### src/rtl/imem_port_arbiter.sv
// imem_port_arbiter: shares one sync-read instruction RAM between CPU fetch and a word-write loader,
// with bounded loader priority, window range checks and a fixed 1-cycle fetch response.
module imem_port_arbiter #(
  parameter logic [29:0] BASE_WORD = 30'h00000c00,
  parameter logic [29:0] LAST_WORD = 30'h00000d00,
  parameter int          MAX_BURST = 4,
  parameter logic [31:0] NOP_WORD  = 32'h00000000
) (
  input  logic        clk,
  input  logic        rst_n,
  input  logic        fetch_valid,
  input  logic [31:0] fetch_addr,
  output logic        fetch_ready,
  output logic        fetch_rvalid,
  output logic [31:0] fetch_rdata,
  output logic        fetch_err,
  input  logic        ld_valid,
  input  logic [29:0] ld_addr,
  input  logic [31:0] ld_wdata,
  output logic        ld_ready,
  output logic        ld_err,
  output logic [15:0] ld_count,
  output logic        mem_en,
  output logic        mem_we,
  output logic [29:0] mem_addr,
  output logic [31:0] mem_wdata,
  input  logic [31:0] mem_rdata
);
  localparam int BW = $clog2(MAX_BURST + 1);
  logic [BW-1:0] burst_cnt;
  logic          resp_pending, resp_err;
  logic [31:0]   rdata_q;
  logic [29:0]   fw;
  logic          f_ok, l_ok, f_gnt, ld_gnt;
  always_comb begin
    fw           = fetch_addr[31:2];
    f_ok         = fetch_addr[1:0] == 2'b00 && fw >= BASE_WORD && fw <= LAST_WORD;
    l_ok         = ld_addr >= BASE_WORD && ld_addr <= LAST_WORD;
    ld_gnt       = rst_n && ld_valid && (!fetch_valid || burst_cnt < BW'(MAX_BURST));
    f_gnt        = rst_n && fetch_valid && !ld_gnt;
    fetch_ready  = f_gnt;
    ld_ready     = ld_gnt;
    mem_we       = ld_gnt && l_ok;
    mem_en       = (f_gnt && f_ok) || mem_we;
    mem_addr     = (f_gnt && f_ok) ? fw : mem_we ? ld_addr : '0;
    mem_wdata    = mem_we ? ld_wdata : '0;
    fetch_rvalid = resp_pending;
    fetch_err    = resp_err;
    // RAM data is only valid in the response cycle, so the held copy covers idle cycles
    fetch_rdata  = resp_pending ? (resp_err ? NOP_WORD : mem_rdata) : rdata_q;
  end
  always_ff @(posedge clk or negedge rst_n) begin
    if (!rst_n) begin
      burst_cnt    <= '0;
      resp_pending <= 1'b0;
      resp_err     <= 1'b0;
      rdata_q      <= '0;
      ld_err       <= 1'b0;
      ld_count     <= '0;
    end else begin
      resp_pending <= f_gnt;
      resp_err     <= f_gnt && !f_ok;
      if (resp_pending) rdata_q <= fetch_rdata;
      ld_err       <= ld_gnt && !l_ok;
      if (mem_we && ld_count != 16'hFFFF) ld_count <= ld_count + 1'b1;
      burst_cnt    <= (!fetch_valid || f_gnt) ? '0 : ld_gnt ? burst_cnt + 1'b1 : burst_cnt;
    end
  end
endmodule

### config.mk
export PLATFORM = sky130hd
export DESIGN_NAME = imem_port_arbiter
export DESIGN_NICKNAME = d
export VERILOG_FILES = /design/src/rtl/imem_port_arbiter.sv
export SDC_FILE = /design/constraint.sdc
export NUM_CORES = 1
export LEC_CHECK = 0
export CAP_MARGIN = 20
export CORE_ASPECT_RATIO = 1.5
export CORE_MARGIN = 1
export CORE_UTILIZATION = 25
export DETAILED_ROUTE_END_ITERATION = 10
export PLACE_DENSITY = 0.62
export RECOVER_POWER = 100
export SETUP_SLACK_MARGIN = 0.1
export SYNTH_ARGS = -nofsm -noshare
export SYNTH_HDL_FRONTEND = slang
export SYNTH_SLANG_ARGS = --single-unit
### constraint.sdc
create_clock -name clk -period 3.7 [get_ports clk]
set_input_delay 0.37 -clock clk [delete_from_list [all_inputs] [get_ports clk]]
set_output_delay 0.37 -clock clk [all_outputs]
set_load 0.1 [all_outputs]
# ---- After elaboration in Yosys (flattened, before gate mapping)
# Cells that the tools add are included.
# Widths: inputs -> output; s select.
dict set report totals {
  rom_bits 0
  register_bits 54
  mem_count 0
  ram_bits 0
  latchBits 0
  output_inout_bits 117
  in_bits 130
}
dict set report classes {
  div_mod_pow 0
  addsub 2
  multipliers 0
  n_reduce_logical 21
  n_mux 7
  shift 0
  n_lt_le_gt_ge 5
  n_bitwise 0
  eq_ne 1
}
# operator n
set ops {}
lappend ops {{$mux 32} 3}
lappend ops {{$ge 30x12->1 const B} 2}
lappend ops {{$le 30x12->1 const B} 2}
lappend ops {{$mux 30} 2}
lappend ops {{$add 16x1->16 const B} 1}
lappend ops {{$ne 16x16->1 const B} 1}
lappend ops {{$logic_and 1x1->1} 12}
lappend ops {{$mux 3} 2}
lappend ops {{$logic_not 1->1} 4}
lappend ops {{$add 3x1->3 const B} 1}
lappend ops {{$logic_or 1x1->1} 3}
lappend ops {{$lt 3x3->1 const B} 1}
lappend ops {{$logic_not 2->1} 1}
lappend ops {{$reduce_bool 2->1} 1}

# ---- Longest topological paths before layout
# Gate-level depths: netlist of run 1.
dict set report depth {
  ltp_word 7
  mapped_depth 7
}

# ---- Worst setup path after synthesis of run 1
# Ideal clock, no wire load.
dict set report synth_path {
  path_kind {register to output}
  startpoint {register resp_pending, in the netlist fetch_rvalid}
  endpoint {output fetch_rdata[0]}
  arrival_ns 3.350
  path_stages_with_launch 4
  path_buffers 2
  slack_ns -0.020
  t_required_ns 3.330
  cell_sequence {dfrtp_1 clkbuf_1 clkbuf_1 o21ai_0}
}
dict set report synth_between {
  elab_chain_len 1
}
# element line
set synth_lines {}
lappend synth_lines {{from (decl)} 31} ;# logic resp_pending, resp_err;
lappend synth_lines {{from (signal assigned)} 61} ;# resp_pending <= f_gnt;
lappend synth_lines {{$mux 32} 50} ;# fetch_rdata = resp_pending ? (resp_err ? NOP_WORD : mem_rdata) : rdata_q;
lappend synth_lines {{to (decl)} 15} ;# output logic [31:0] fetch_rdata,
# Every way passes these cells.

# ---- Worst setup path after layout of run 1
dict set report layout_path {
  startpoint {input ld_addr[9]}
  endpoint {output mem_wdata[25]}
}
dict set report layout_between {
  elab_chain_len 4
  elab_cells_between_ends 5
  cone_classes {2 x order compare; 1 x mux; 2 x reduce/logical}
}
# element line
set layout_lines {}
lappend layout_lines {{from (decl)} 18} ;# input logic [29:0] ld_addr,
lappend layout_lines {{$ge 30x12->1 / $le 30x12->1 (equally long branches)} 38} ;# l_ok = ld_addr >= BASE_WORD && ld_addr <= LAST_WORD;
lappend layout_lines {{$logic_and 1x1->1 (*)} 38}
lappend layout_lines {{$logic_and 1x1->1 (*)} 43} ;# mem_we = ld_gnt && l_ok;
lappend layout_lines {{$mux 32 (*)} 46} ;# mem_wdata = mem_we ? ld_wdata : '0;
lappend layout_lines {{to (decl)} 26} ;# output logic [31:0] mem_wdata,
# Every way passes the cells marked *; elsewhere a longest branch is shown, timed or not.

==> results.toml, run 1 <==
[clock_network]
numCtsBuffers = 5
tritoncts = "yes"
cts_buffer_depth = 2
clkLatencyLatePin_ns = 0.29
ctsHoldBuffers = 0
htree_num_levels = 2
ctsResizeCount = 0
clk_pin_slew_ns = 0.07
cts_setup_buffers = 0
cts.sinks = 54
root_buffer = "clkbuf_16"

[routing]
drt-total-wl_um = 10600
drt-met1-wl_um = 3490
wl_met3_um = 798
via_per_inst = 4.46
post-route-drc-count = 0
num_vias = 3304
dr_wl_met2_um = 5890
wl_per_cell_um = 14.4
dr.pass1.iters = 4
ant_nets = 0
drt_iter0_markers = 93
dr.max_layer_used = "met4"

[placed_design]
placed_cell_area_um2 = 6030
place_hpwl_um = 8660
dp_slack_ns = 0.654
dp_cells = 732
portBuffers = 227
gp_congestion = 0.832

[sta]
whs_ns = 0.494
setup-tns-final_ns = 0
setup_viol = 0
fin_worst_skew_ns = 0.00455
slew_viol_final = 0
fin_crit_sh_pct = 89.3
fmax_mhz = 303
tightestPinTransition_ns = 1.42
fin_ws_ns = 0.394
rsz0062_at_grt = "no"
finalCriticalPeriod_ns = 3.31
maxSlewHeadroom_pct = 5.20
hold_viol = 0

[power_and_ir_drop]
design_power_total_mw = 1.98
powerDensity_nw_per_um2 = 351
ir_drop_mv = 0.156
p_leak_nw = 2.42

[floorplanning]
placementRows = 49
dieArea_um2 = 12900
ioPinCount = 247
die_h_um = 139
coreArea_um2 = 12100
die_w_um = 93.1
start_util_pct = 25.7

[layout]
nFillCells = 1178
fin_area_um2 = 5650
syn_to_final_growth_pct = 81.6
fin_nets = 718
drive_gt1_share_pct = 11.1
final_util_pct = 46.8
stdcell_count = 741

[setup_path]
required_ns = 3.33
critical_path_class = "primary input to primary output"
cp-start-kind = "primary input"
worst_setup_path_end_kind = "primary output"
cp_max_fo = 61
crit_arrival_ns = 2.94

[min_path]
hold_class = "flop to flop"

[grt]
grt_antenna_before_repair = 1
grt_pass1_vias = 3435
grt_overflow = 0
grt_pass1_wl_um = 16600
grt_util_all_layers_pct = 16.7
grt_max_degree = 68

[yosys]
synth_top_cell_area_share_pct = 43.5
mappedNetlistArea_um2 = 3110
ys_warn_count = 0
yosys.area.top_type = "dfrtp_1"
synth_cell_types = 39
synthTopCellsByArea = "dfrtp_1 43%, o21ai_0 10%, and2_1 7.0%, nand2_1 5.3%, buf_4 5.1%"
ys_seq_elements = 54
synth_sequential_area_ratio_pct = 43.5
synthFlopType = "dfrtp_1"
async_flop_share_pct = 100
syn_area_per_cell_um2 = 8.50
synth-edff-count = 0
syn_inst = 366

[job]
drv_cap = 0

[run_status]
status = "complete, no violations"
[sequential cells by signal, indices dropped and copies added (netlist names)]
name / cells
fetch_err: 1
rdata_q: 32
ld_count: 16
burst_cnt: 3
ld_err: 1
fetch_rvalid: 1
[layer usage]
layer	up-vias	track usage, %
met5	-	0
met4	0	9.15
met3	25	4.28
met2	171	31.2
met1	1485	16.3
li1	1623	-
[kinds of logic after synthesis]
family                     Yosys count  synth area share, %
buffers and inverters               73                 11.7
muxes                                3                 1.05
AOI/OAI and AO/OA                   79                 14.1
and+or+nand+nor                    141                 25.1
DFF                                 54                 43.5
xor gates and xnor gates            13                 3.66
adders and majority gates            2                0.805
other                                1                0.121
[Yosys cell counts (all sizes together) (10+ instances only)]
cell type  instances
o21ai             64
clkbuf            14
a22o              10
dfrtp             54
xnor2             11
buf               23
nand3             12
and2              35
inv               36
nand2             44
nor4              12
[worst max-delay path, stage by stage]
cell and delay, ns:
dlygate4sd3_1 0.55, nor4_1 0.30, nand4b_1 0.28, nor4_4 0.30, buf_4 0.46, and2_1 0.20
clkbuf_2 0.45
[cell type report]
| class | instances | area [um2] | share of cell area (%) |
|---|---|---|---|
| well taps | 153 | 191 | 3.39 |
| inverters | 36 | 135 | 2.39 |
| clock buffers | 7 | 143 | 2.53 |
| flip-flops and latches | 54 | 1350 | 23.9 |
| multi-input cells | 257 | 1460 | 25.8 |
| clock inverters | 1 | 5.00 | 0.0886 |
| diodes | 1 | 2.50 | 0.0443 |
| repair buffers | 232 | 2360 | 41.8 |
[final timing paths]
kind / from / endpoint / slack, ns / cells past startpoint
worst max register to register: ld_count[0]$_DFFE_PN0P_ / ld_count[1]$_DFFE_PN0P_ / 1.47 / 6
worst min register to register: ld_count[11]$_DFFE_PN0P_ / ld_count[11]$_DFFE_PN0P_ / 0.49 / 1
worst min-delay path: ld_count[11]$_DFFE_PN0P_ / ld_count[11]$_DFFE_PN0P_ / 0.49 / 1
worst max-delay path: ld_addr[9] / mem_wdata[25] / 0.39 / 7
min in group asynchronous: rst_n / rdata_q[4]$_DFFE_PN0P_ / 0.56 / 2
max in group asynchronous: rst_n / rdata_q[24]$_DFFE_PN0P_ / 2.30 / 2
[power by group]
group | internal, mW | switching (mW) | total, mW
clock | 0.269 | 0.206 | 0.475
combinational | 0.179 | 0.666 | 0.845
sequential | 0.647 | 0.0149 | 0.662
[layout by cell type, fill, tap and decap left out, types with 3 or more instances in the layout]
cell / instances
clkdlybuf4s50_1: 127
nand4b_1: 3
nor2b_1: 3
nand3_1: 12
o21ai_0: 64
nand2_1: 44
and2_0: 22
buf_12: 32
clkbuf_1: 35
nor3_1: 5
buf_4: 12
a22o_1: 10
clkbuf_16: 5
dfrtp_1: 54
dlygate4sd3_1: 19
conb_1: 19
inv_1: 36
nor2_1: 6
or2_2: 3
xnor2_1: 11
nor4_1: 11
clkbuf_2: 7
and2_1: 13
nand4_1: 6
nor4b_1: 3
No activity file was read; power rests on OpenSTA's default activity.
==> run 2, diff against run 1 <==
--- a/config.mk
+++ b/config.mk
@@ -10,9 +10,9 @@
 export CORE_MARGIN = 1
 export CORE_UTILIZATION = 25
 export DETAILED_ROUTE_END_ITERATION = 10
-export PLACE_DENSITY = 0.62
 export RECOVER_POWER = 100
 export SETUP_SLACK_MARGIN = 0.1
+export SKIP_CTS_REPAIR_TIMING = 1
 export SYNTH_ARGS = -nofsm -noshare
 export SYNTH_HDL_FRONTEND = slang
 export SYNTH_SLANG_ARGS = --single-unit
==> results.toml, run 2 (synthesis results as in run 1) <==
[layout]
top_register = "rdata_q"
drive_gt1_share_pct = 11.1
layout_common_cells = "126 x clkdlybuf4s50_1, 64 x o21ai_0, 54 x dfrtp_1, 44 x nand2_1"
fin_area_um2 = 5660
stdcell_count = 741
reg_top3 = "rdata_q (32), ld_count (16), burst_cnt (3)"
nFillCells = 1171
num_antenna_cells = 0
final_common_cell = "clkdlybuf4s50_1"
largest_register_ffs = 32
syn_to_final_growth_pct = 82.2
fin_nets = 719

[clock_network]
clkLatencyLatePin_ns = 0.29
tritoncts = "yes"
clk_pin_slew_ns = 0.07
cts_buffer_depth = 2
cts.sinks = 54
numCtsBuffers = 5
htree_num_levels = 2
root_buffer = "clkbuf_16"

[grt]
grt_pass1_vias = 3454
grt_util_all_layers_pct = 18.0
grt_overflow = 0
grt_max_degree = 68
grt_pass1_wl_um = 17700
grt_antenna_before_repair = 0

[setup_path]
cp_max_fo = 38
crit_arrival_ns = 2.80
reg2reg_to = "ld_count[1]$_DFFE_PN0P_"
cp-start-kind = "primary input"
timing.rr.start = "ld_count[0]$_DFFE_PN0P_"
rrSetupSlack_ns = 1.43
slowest_stage = "dlygate4sd3_1"
r2r_cells = 6
crit_chain = "dlygate4sd3_1, nor4_1, a21boi_0, nor4_4, buf_4, a22o_1, clkbuf_2"
worst_setup_path_end_kind = "primary output"
critical-path-max-stage-delay_ns = 0.56
required_ns = 3.33
critical_path_class = "primary input to primary output"

[sta]
rsz0062_at_grt = "no"
hold_viol = 0
fmax_mhz = 315
slew_viol_final = 0
fin_worst_skew_ns = 0.00459
fin_crit_sh_pct = 85.7
finalCriticalPeriod_ns = 3.17
maxSlewHeadroom_pct = 18.9
setup_viol = 0
tightestPinTransition_ns = 1.22

[routing]
drt-met1-wl_um = 3900
dr.max_layer_used = "met4"
drt_iter0_markers = 131
num_vias = 3354
wl_per_cell_um = 15.4
ant_nets = 0
via_per_inst = 4.53
dr_wl_met2_um = 6390
post-route-drc-count = 0
dr.pass1.iters = 4
drt-total-wl_um = 11400
wl_met3_um = 726

[job]
drv_cap = 0

[power_and_ir_drop]
p_leak_nw = 2.41
ir_drop_mv = 0.161
powerDensity_nw_per_um2 = 360

[floorplanning]
coreArea_um2 = 12100
start_util_pct = 25.7
die_w_um = 93.1
dieArea_um2 = 12900
placementRows = 49
die_h_um = 139
ioPinCount = 247

[run_status]
status = "complete, no violations"

[placed_design]
portBuffers = 227
dp_cells = 733
place_hpwl_um = 9320
gp_congestion = 0.855
placed_cell_area_um2 = 6170

[min_path]
hold_class = "primary input to async pin"
[run 2: power breakdown]
part           switching, mW  total [mW]  internal (mW)
clock network          0.212       0.530          0.317
registers             0.0149       0.662          0.647
logic                  0.668       0.846          0.179
total                  0.895        2.04           1.14
[run 2: cell type report]
cell class                      instances  area, um2  area share, %
Tap cell                              153        191           3.38
Clock inverter                          3       40.0          0.707
Multi-Input combinational cell        257       1460           25.8
Clock buffer                            5        125           2.21
Sequential cell                        54       1350           23.9
Timing Repair Buffer                  233       2360           41.7
Inverter                               36        135           2.39
[run 2: worst max path at each step]
stage / from / endpoint / cells after the start
after floorplan: fetch_rvalid$_DFF_PN0_ / fetch_rdata[0] / 3
after global placement: ld_addr[0] / mem_wdata[28] / 7
after detailed placement: ld_addr[0] / mem_addr[2] / 7
after CTS: ld_addr[0] / mem_addr[0] / 7
after global routing: ld_addr[0] / mem_addr[0] / 7
final: ld_addr[0] / mem_addr[0] / 7
[run 2: layer usage]
layer	vias to the layer above	GRT usage (%)
li1	1624	-
met3	18	3.13
met4	0	8.02
met2	172	34.4
met5	-	0
met1	1540	18.5
[run 2: stage by stage]
step | total power [mW] | hold WS (ns) | utilization (%) | TNS (ns) | worst slack (ns)
finish | 2.04 | 0.349 | 46.9 | 0 | 0.528
global route | 2.12 | 0.412 | 46.9 | 0 | 0.357
CTS | 2.28 | 0.311 | 52.4 | 0 | 0.766
detailed placement | 1.73 | 0.502 | 51.1 | 0 | 0.784
global placement | 1.72 | 0.489 | 51.1 | 0 | 0.811
floorplan | 1.31 | 0.0744 | - | -0.626 | -0.0202
[run 2: critical path: cells and delay by family]
family,cells,cell delay [ns]
buffers and inverters,3,1.36
AND/OR/NAND/NOR,2,0.60
AO/OA/AOI/OAI,2,0.46
